**src/rtl/axi_rd_arbiter_2x1.sv**
```systemverilog
// Two-master to one-slave AXI4 read arbiter (AR/R channels only).
// One burst in flight at a time, round-robin between ports; port index rides in the ARID MSB.
module axi_rd_arbiter_2x1 #(
  parameter int DATA_WIDTH = 32,
  parameter int ADDR_WIDTH = 16,
  parameter int ID_WIDTH   = 8
) (
  input  logic                  clk,
  input  logic                  rst,
  // port 0 (CPU side)
  input  logic [ID_WIDTH-1:0]   s0_axi_arid,
  input  logic [ADDR_WIDTH-1:0] s0_axi_araddr,
  input  logic [7:0]            s0_axi_arlen,
  input  logic [2:0]            s0_axi_arsize,
  input  logic [1:0]            s0_axi_arburst,
  input  logic                  s0_axi_arlock,
  input  logic [3:0]            s0_axi_arcache,
  input  logic [2:0]            s0_axi_arprot,
  input  logic                  s0_axi_arvalid,
  output logic                  s0_axi_arready,
  output logic [ID_WIDTH-1:0]   s0_axi_rid,
  output logic [DATA_WIDTH-1:0] s0_axi_rdata,
  output logic [1:0]            s0_axi_rresp,
  output logic                  s0_axi_rlast,
  output logic                  s0_axi_rvalid,
  input  logic                  s0_axi_rready,
  // port 1 (prefetcher)
  input  logic [ID_WIDTH-1:0]   s1_axi_arid,
  input  logic [ADDR_WIDTH-1:0] s1_axi_araddr,
  input  logic [7:0]            s1_axi_arlen,
  input  logic [2:0]            s1_axi_arsize,
  input  logic [1:0]            s1_axi_arburst,
  input  logic                  s1_axi_arlock,
  input  logic [3:0]            s1_axi_arcache,
  input  logic [2:0]            s1_axi_arprot,
  input  logic                  s1_axi_arvalid,
  output logic                  s1_axi_arready,
  output logic [ID_WIDTH-1:0]   s1_axi_rid,
  output logic [DATA_WIDTH-1:0] s1_axi_rdata,
  output logic [1:0]            s1_axi_rresp,
  output logic                  s1_axi_rlast,
  output logic                  s1_axi_rvalid,
  input  logic                  s1_axi_rready,
  // shared slave port
  output logic [ID_WIDTH:0]     m_axi_arid,
  output logic [ADDR_WIDTH-1:0] m_axi_araddr,
  output logic [7:0]            m_axi_arlen,
  output logic [2:0]            m_axi_arsize,
  output logic [1:0]            m_axi_arburst,
  output logic                  m_axi_arlock,
  output logic [3:0]            m_axi_arcache,
  output logic [2:0]            m_axi_arprot,
  output logic                  m_axi_arvalid,
  input  logic                  m_axi_arready,
  input  logic [ID_WIDTH:0]     m_axi_rid,
  input  logic [DATA_WIDTH-1:0] m_axi_rdata,
  input  logic [1:0]            m_axi_rresp,
  input  logic                  m_axi_rlast,
  input  logic                  m_axi_rvalid,
  output logic                  m_axi_rready
);

  typedef enum logic [1:0] {
    IDLE = 2'd0,
    ADDR = 2'd1,
    DATA = 2'd2
  } state_t;

  state_t state_q, state_d;
  logic   grant_q, grant_d;
  logic   last_q, last_d;
  logic   sel_arvalid;
  logic   sel_rready;
  logic   unused_rid_msb;

  // The RID MSB is informational only; R routing follows grant_q.
  assign unused_rid_msb = m_axi_rid[ID_WIDTH];

  always_ff @(posedge clk) begin
    if (rst) begin
      state_q <= IDLE;
      grant_q <= 1'b0;
      last_q  <= 1'b1;
    end else begin
      state_q <= state_d;
      grant_q <= grant_d;
      last_q  <= last_d;
    end
  end

  assign sel_arvalid = grant_q ? s1_axi_arvalid : s0_axi_arvalid;
  assign sel_rready  = grant_q ? s1_axi_rready  : s0_axi_rready;

  always_comb begin
    if (grant_q) begin
      m_axi_arid    = {1'b1, s1_axi_arid};
      m_axi_araddr  = s1_axi_araddr;
      m_axi_arlen   = s1_axi_arlen;
      m_axi_arsize  = s1_axi_arsize;
      m_axi_arburst = s1_axi_arburst;
      m_axi_arlock  = s1_axi_arlock;
      m_axi_arcache = s1_axi_arcache;
      m_axi_arprot  = s1_axi_arprot;
    end else begin
      m_axi_arid    = {1'b0, s0_axi_arid};
      m_axi_araddr  = s0_axi_araddr;
      m_axi_arlen   = s0_axi_arlen;
      m_axi_arsize  = s0_axi_arsize;
      m_axi_arburst = s0_axi_arburst;
      m_axi_arlock  = s0_axi_arlock;
      m_axi_arcache = s0_axi_arcache;
      m_axi_arprot  = s0_axi_arprot;
    end
  end

  // R payload goes to both ports; only the granted port sees rvalid.
  assign s0_axi_rid   = m_axi_rid[ID_WIDTH-1:0];
  assign s0_axi_rdata = m_axi_rdata;
  assign s0_axi_rresp = m_axi_rresp;
  assign s0_axi_rlast = m_axi_rlast;
  assign s1_axi_rid   = m_axi_rid[ID_WIDTH-1:0];
  assign s1_axi_rdata = m_axi_rdata;
  assign s1_axi_rresp = m_axi_rresp;
  assign s1_axi_rlast = m_axi_rlast;

  always_comb begin
    state_d        = state_q;
    grant_d        = grant_q;
    last_d         = last_q;
    m_axi_arvalid  = 1'b0;
    m_axi_rready   = 1'b0;
    s0_axi_arready = 1'b0;
    s1_axi_arready = 1'b0;
    s0_axi_rvalid  = 1'b0;
    s1_axi_rvalid  = 1'b0;
    case (state_q)
      IDLE: begin
        // Grant is registered here so arvalid never reaches the slave combinationally.
        if (s0_axi_arvalid || s1_axi_arvalid) begin
          grant_d = (s0_axi_arvalid && s1_axi_arvalid) ? ~last_q : s1_axi_arvalid;
          state_d = ADDR;
        end
      end
      ADDR: begin
        m_axi_arvalid = sel_arvalid;
        if (grant_q) s1_axi_arready = m_axi_arready;
        else         s0_axi_arready = m_axi_arready;
        if (sel_arvalid && m_axi_arready) state_d = DATA;
      end
      DATA: begin
        m_axi_rready = sel_rready;
        if (grant_q) s1_axi_rvalid = m_axi_rvalid;
        else         s0_axi_rvalid = m_axi_rvalid;
        if (m_axi_rvalid && sel_rready && m_axi_rlast) begin
          last_d  = grant_q;
          state_d = IDLE;
        end
      end
      default: state_d = IDLE;
    endcase
  end

endmodule

```
**config.mk**
```make
export PLATFORM = sky130hd
export DESIGN_NAME = axi_rd_arbiter_2x1
export DESIGN_NICKNAME = d
export VERILOG_FILES = /design/src/rtl/axi_rd_arbiter_2x1.sv
export SDC_FILE = /design/constraint.sdc
export NUM_CORES = 1
export LEC_CHECK = 0
export BUFFER_PORTS_ARGS = -buffer_cell sky130_fd_sc_hd__buf_2
export CAP_MARGIN = 20
export CORE_AREA = 10 10 101 103
export CTS_CLUSTER_SIZE = 16
export DETAILED_ROUTE_END_ITERATION = 10
export DIE_AREA = 0 0 111 113
export SYNTH_ARGS = -nofsm -noshare
export SYNTH_HDL_FRONTEND = slang
export SYNTH_SLANG_ARGS = --single-unit
```
**constraint.sdc**
```tcl
create_clock -name clk -period 1.7 [get_ports clk]
set_input_delay 0.17 -clock clk [delete_from_list [all_inputs] [get_ports clk]]
set_output_delay 0.17 -clock clk [all_outputs]
set_load 0.05 [all_outputs]
```
==> run summary <==
RSZ-0062 raised after global routing - false
Distinct cells, synth - 21
Register area share after synthesis - 0.05527
DR vias - 1333
Fraction of registers with async set/reset - 0
Ant. Diodes - 0
Critical path cell sequence - buf_12 > mux2_4 > and2_1 > buf_2
GRT overflow - 0
GP Congestion - 0.6604
CP endpoint kind - primary output
Worst skew pair latency - 0.21 ns
Utilization after layout - 0.2140
Most common cell in the netlist - buf_4
Maximum vdd drop - 0.1954 mV
Leak Pwr - 0.9162 nW
WL met2 - 2733 um
Antenna-violating nets left - 0
Kind of critical path - flop to primary output
Top cells by area, synth - buf_4, mux2_2, dfxtp_1
Final Max Tran Viols - 0
Via density - 3.932
Reg clk slew, reported paths - 0.03 ns
Commonest cells post-synth - buf_4, mux2_2, buf_2
CP required - 1.53 ns
Hold_buf cts - 0
Total track usage - 0.07847
Worst hold slack - 0.1832 ns
DR WL met3 - 832 um
Share of the synthesized area in the top cell type - 0.4508
Vias in the first global route - 1458
Core Area - 8134 um^2
Status - finished clean
Fin nets - 378
Largest net degree at the start of global routing - 34
Die width - 111 um
Post-CTS setup buffers - 0
Clock buffer depth - 2
Clock skew - 0.001555 ns
Layout cell share with drive strength beyond 1 - 0.8846
Clock Sinks - 4
Post-route DRC violation count - 0
Delay of the slowest critical-path stage - 0.36 ns
P per Cell Area - 613.6 nW/um^2
DP Wirelength - 5133 um
Min Tclk post-route - 1.607 ns
Routed Wire Length - 5580 um
Area delta synth->final - 20.12%
H-tree Lvls - 1
TNS Setup - 0 ns
Starting Density - 0.1781
Cell-internal power - 0.5076 mW
Clock Tree Root - clkbuf_8
Combinational Power Share - 0.716
Chip height - 113 um
Achievable frequency - 622.4 MHz
First-pass GRT wire length - 8224 um
Die ar. - 12540 um^2
First drt pass iteration count - 4
Max_slew headroom - 0.8062
Post-synthesis average cell area - 8.523 um^2
Syn Inst Count - 170
Row count - 33
Iter 0 DRT Violations - 49
Final setup violation count - 0
Post-Synthesis Cell Area - 1449 um^2
Sw Share - 0.5246
Synth Warn # - 0
Arr. time, crit path - 1.44 ns
Power, Total - 1.068 mW
Power share of the clock group - 0.183
P_sw - 0.5603 mW
Final Hold Viols - 0
TritonCTS Buffers - 3
Worst slew pin tran - 0.2926 ns
HP Class - primary input to flop
DR WL/cell - 16.46 um
Post-Route M1 WL - 1888 um
Slowest-stage cell, CP - dfxtp_2
I/O Pins - 280
Yosys top cell by area - buf_4
Top Metal Used - met4
PortBufs - 152
Register share of total power - 0.101
Synthesized Nets - 312
Initial antenna violation count - 0
Period utilization - 0.9451
# Max-Cap Violations - 0
#FFs+latches synth - 4
Startpoint Class - flop
CTS tree - built
Post-synth EDFFs - 0
Crit-path max FO - 21
Top_reg_cell synth - dfxtp_1
[worst max-delay path: cells and delay by family (launching register included)]
family / cells / cell delay [ns]
buffers and inverters: 2 / 0.39
DFF: 1 / 0.36
muxes: 1 / 0.32
and+or+nand+nor: 1 / 0.14
[flip-flops by register name, indices dropped and copies added, names as in the netlist]
name / flops
grant_q: 1
state_q: 2
last_q: 1
[path summary, 6_finish.rpt]
| check | start | cells after the start | to | slack, ns |
|---|---|---|---|---|
| worst max-delay path | grant_q | 4 | m_axi_arvalid | 0.09 |
| worst max register to register | grant_q | 4 | state_q[0] | 0.37 |
| worst min register to register | state_q[1] | 1 | state_q[0] | 0.50 |
| worst min-delay path | rst | 2 | grant_q | 0.18 |
[final cells by class]
type	count	area, um^2
fillers	932	6394
repair buffers	154	800.8
multi-input cells	72	681.9
well taps	105	131.4
flip-flops and latches	4	81.33
clock buffers	3	41.29
inverters	1	3.754
[cell families after synthesis]
| family | after synthesis | synth area share |
|---|---|---|
| buffers and inverters | 94 | 0.4784 |
| and+or+nand+nor | 19 | 0.07167 |
| AOI/OAI and AO/OA | 5 | 0.02073 |
| muxes | 48 | 0.3739 |
| DFF | 4 | 0.05527 |
[layer usage]
layer	up-vias	GRT usage
met5	-	0
met4	0	0.02604
met3	26	0.04913
met2	130	0.1352
met1	566	0.07589
li1	611	-
[layout by cell type, fill, tap and decap left out]
cell,n
nand2_1,4
and2_1,1
o31ai_1,1
mux2i_2,1
nor3b_1,1
nor4_2,1
inv_1,1
mux2_2,45
buf_12,2
o21ai_0,1
nor2b_1,2
nor2b_2,1
clkbuf_8,3
a21oi_1,2
a211oi_1,1
nor2_1,4
dfxtp_1,3
nor3_1,1
buf_2,152
nand3_1,1
mux2_4,1
mux2i_1,1
and3_1,3
dfxtp_2,1
[metrics by stage]
step	setup slack (ns)	instance area [um^2]	instances
2_1_floorplan	0.1924	1449	170
3_3_place_gp	0.3221	1693	336
3_5_place_dp	0.3117	1693	336
4_1_cts	0.07870	1734	339
5_1_grt	0.009833	1740	339
6_report	0.09326	1740	339
[what timing repair did]
item | CTS | global route
endpoints found under the setup margin | 0 | 3
resized for setup | 0 | 2
endpoints found under the hold margin | 0 | 0
[power groups by stage]
stage / Clock (mW) / Sequential [mW] / Combinational, mW
floorplan: 0 / 0.106 / 1.07
CTS: 0.203 / 0.107 / 0.773
global route: 0.217 / 0.109 / 0.805
finish: 0.195 / 0.108 / 0.765
detailed placement: 0 / 0.109 / 0.771
global placement: 0 / 0.108 / 0.762
Note: power is estimated with default switching activity, not from simulation.
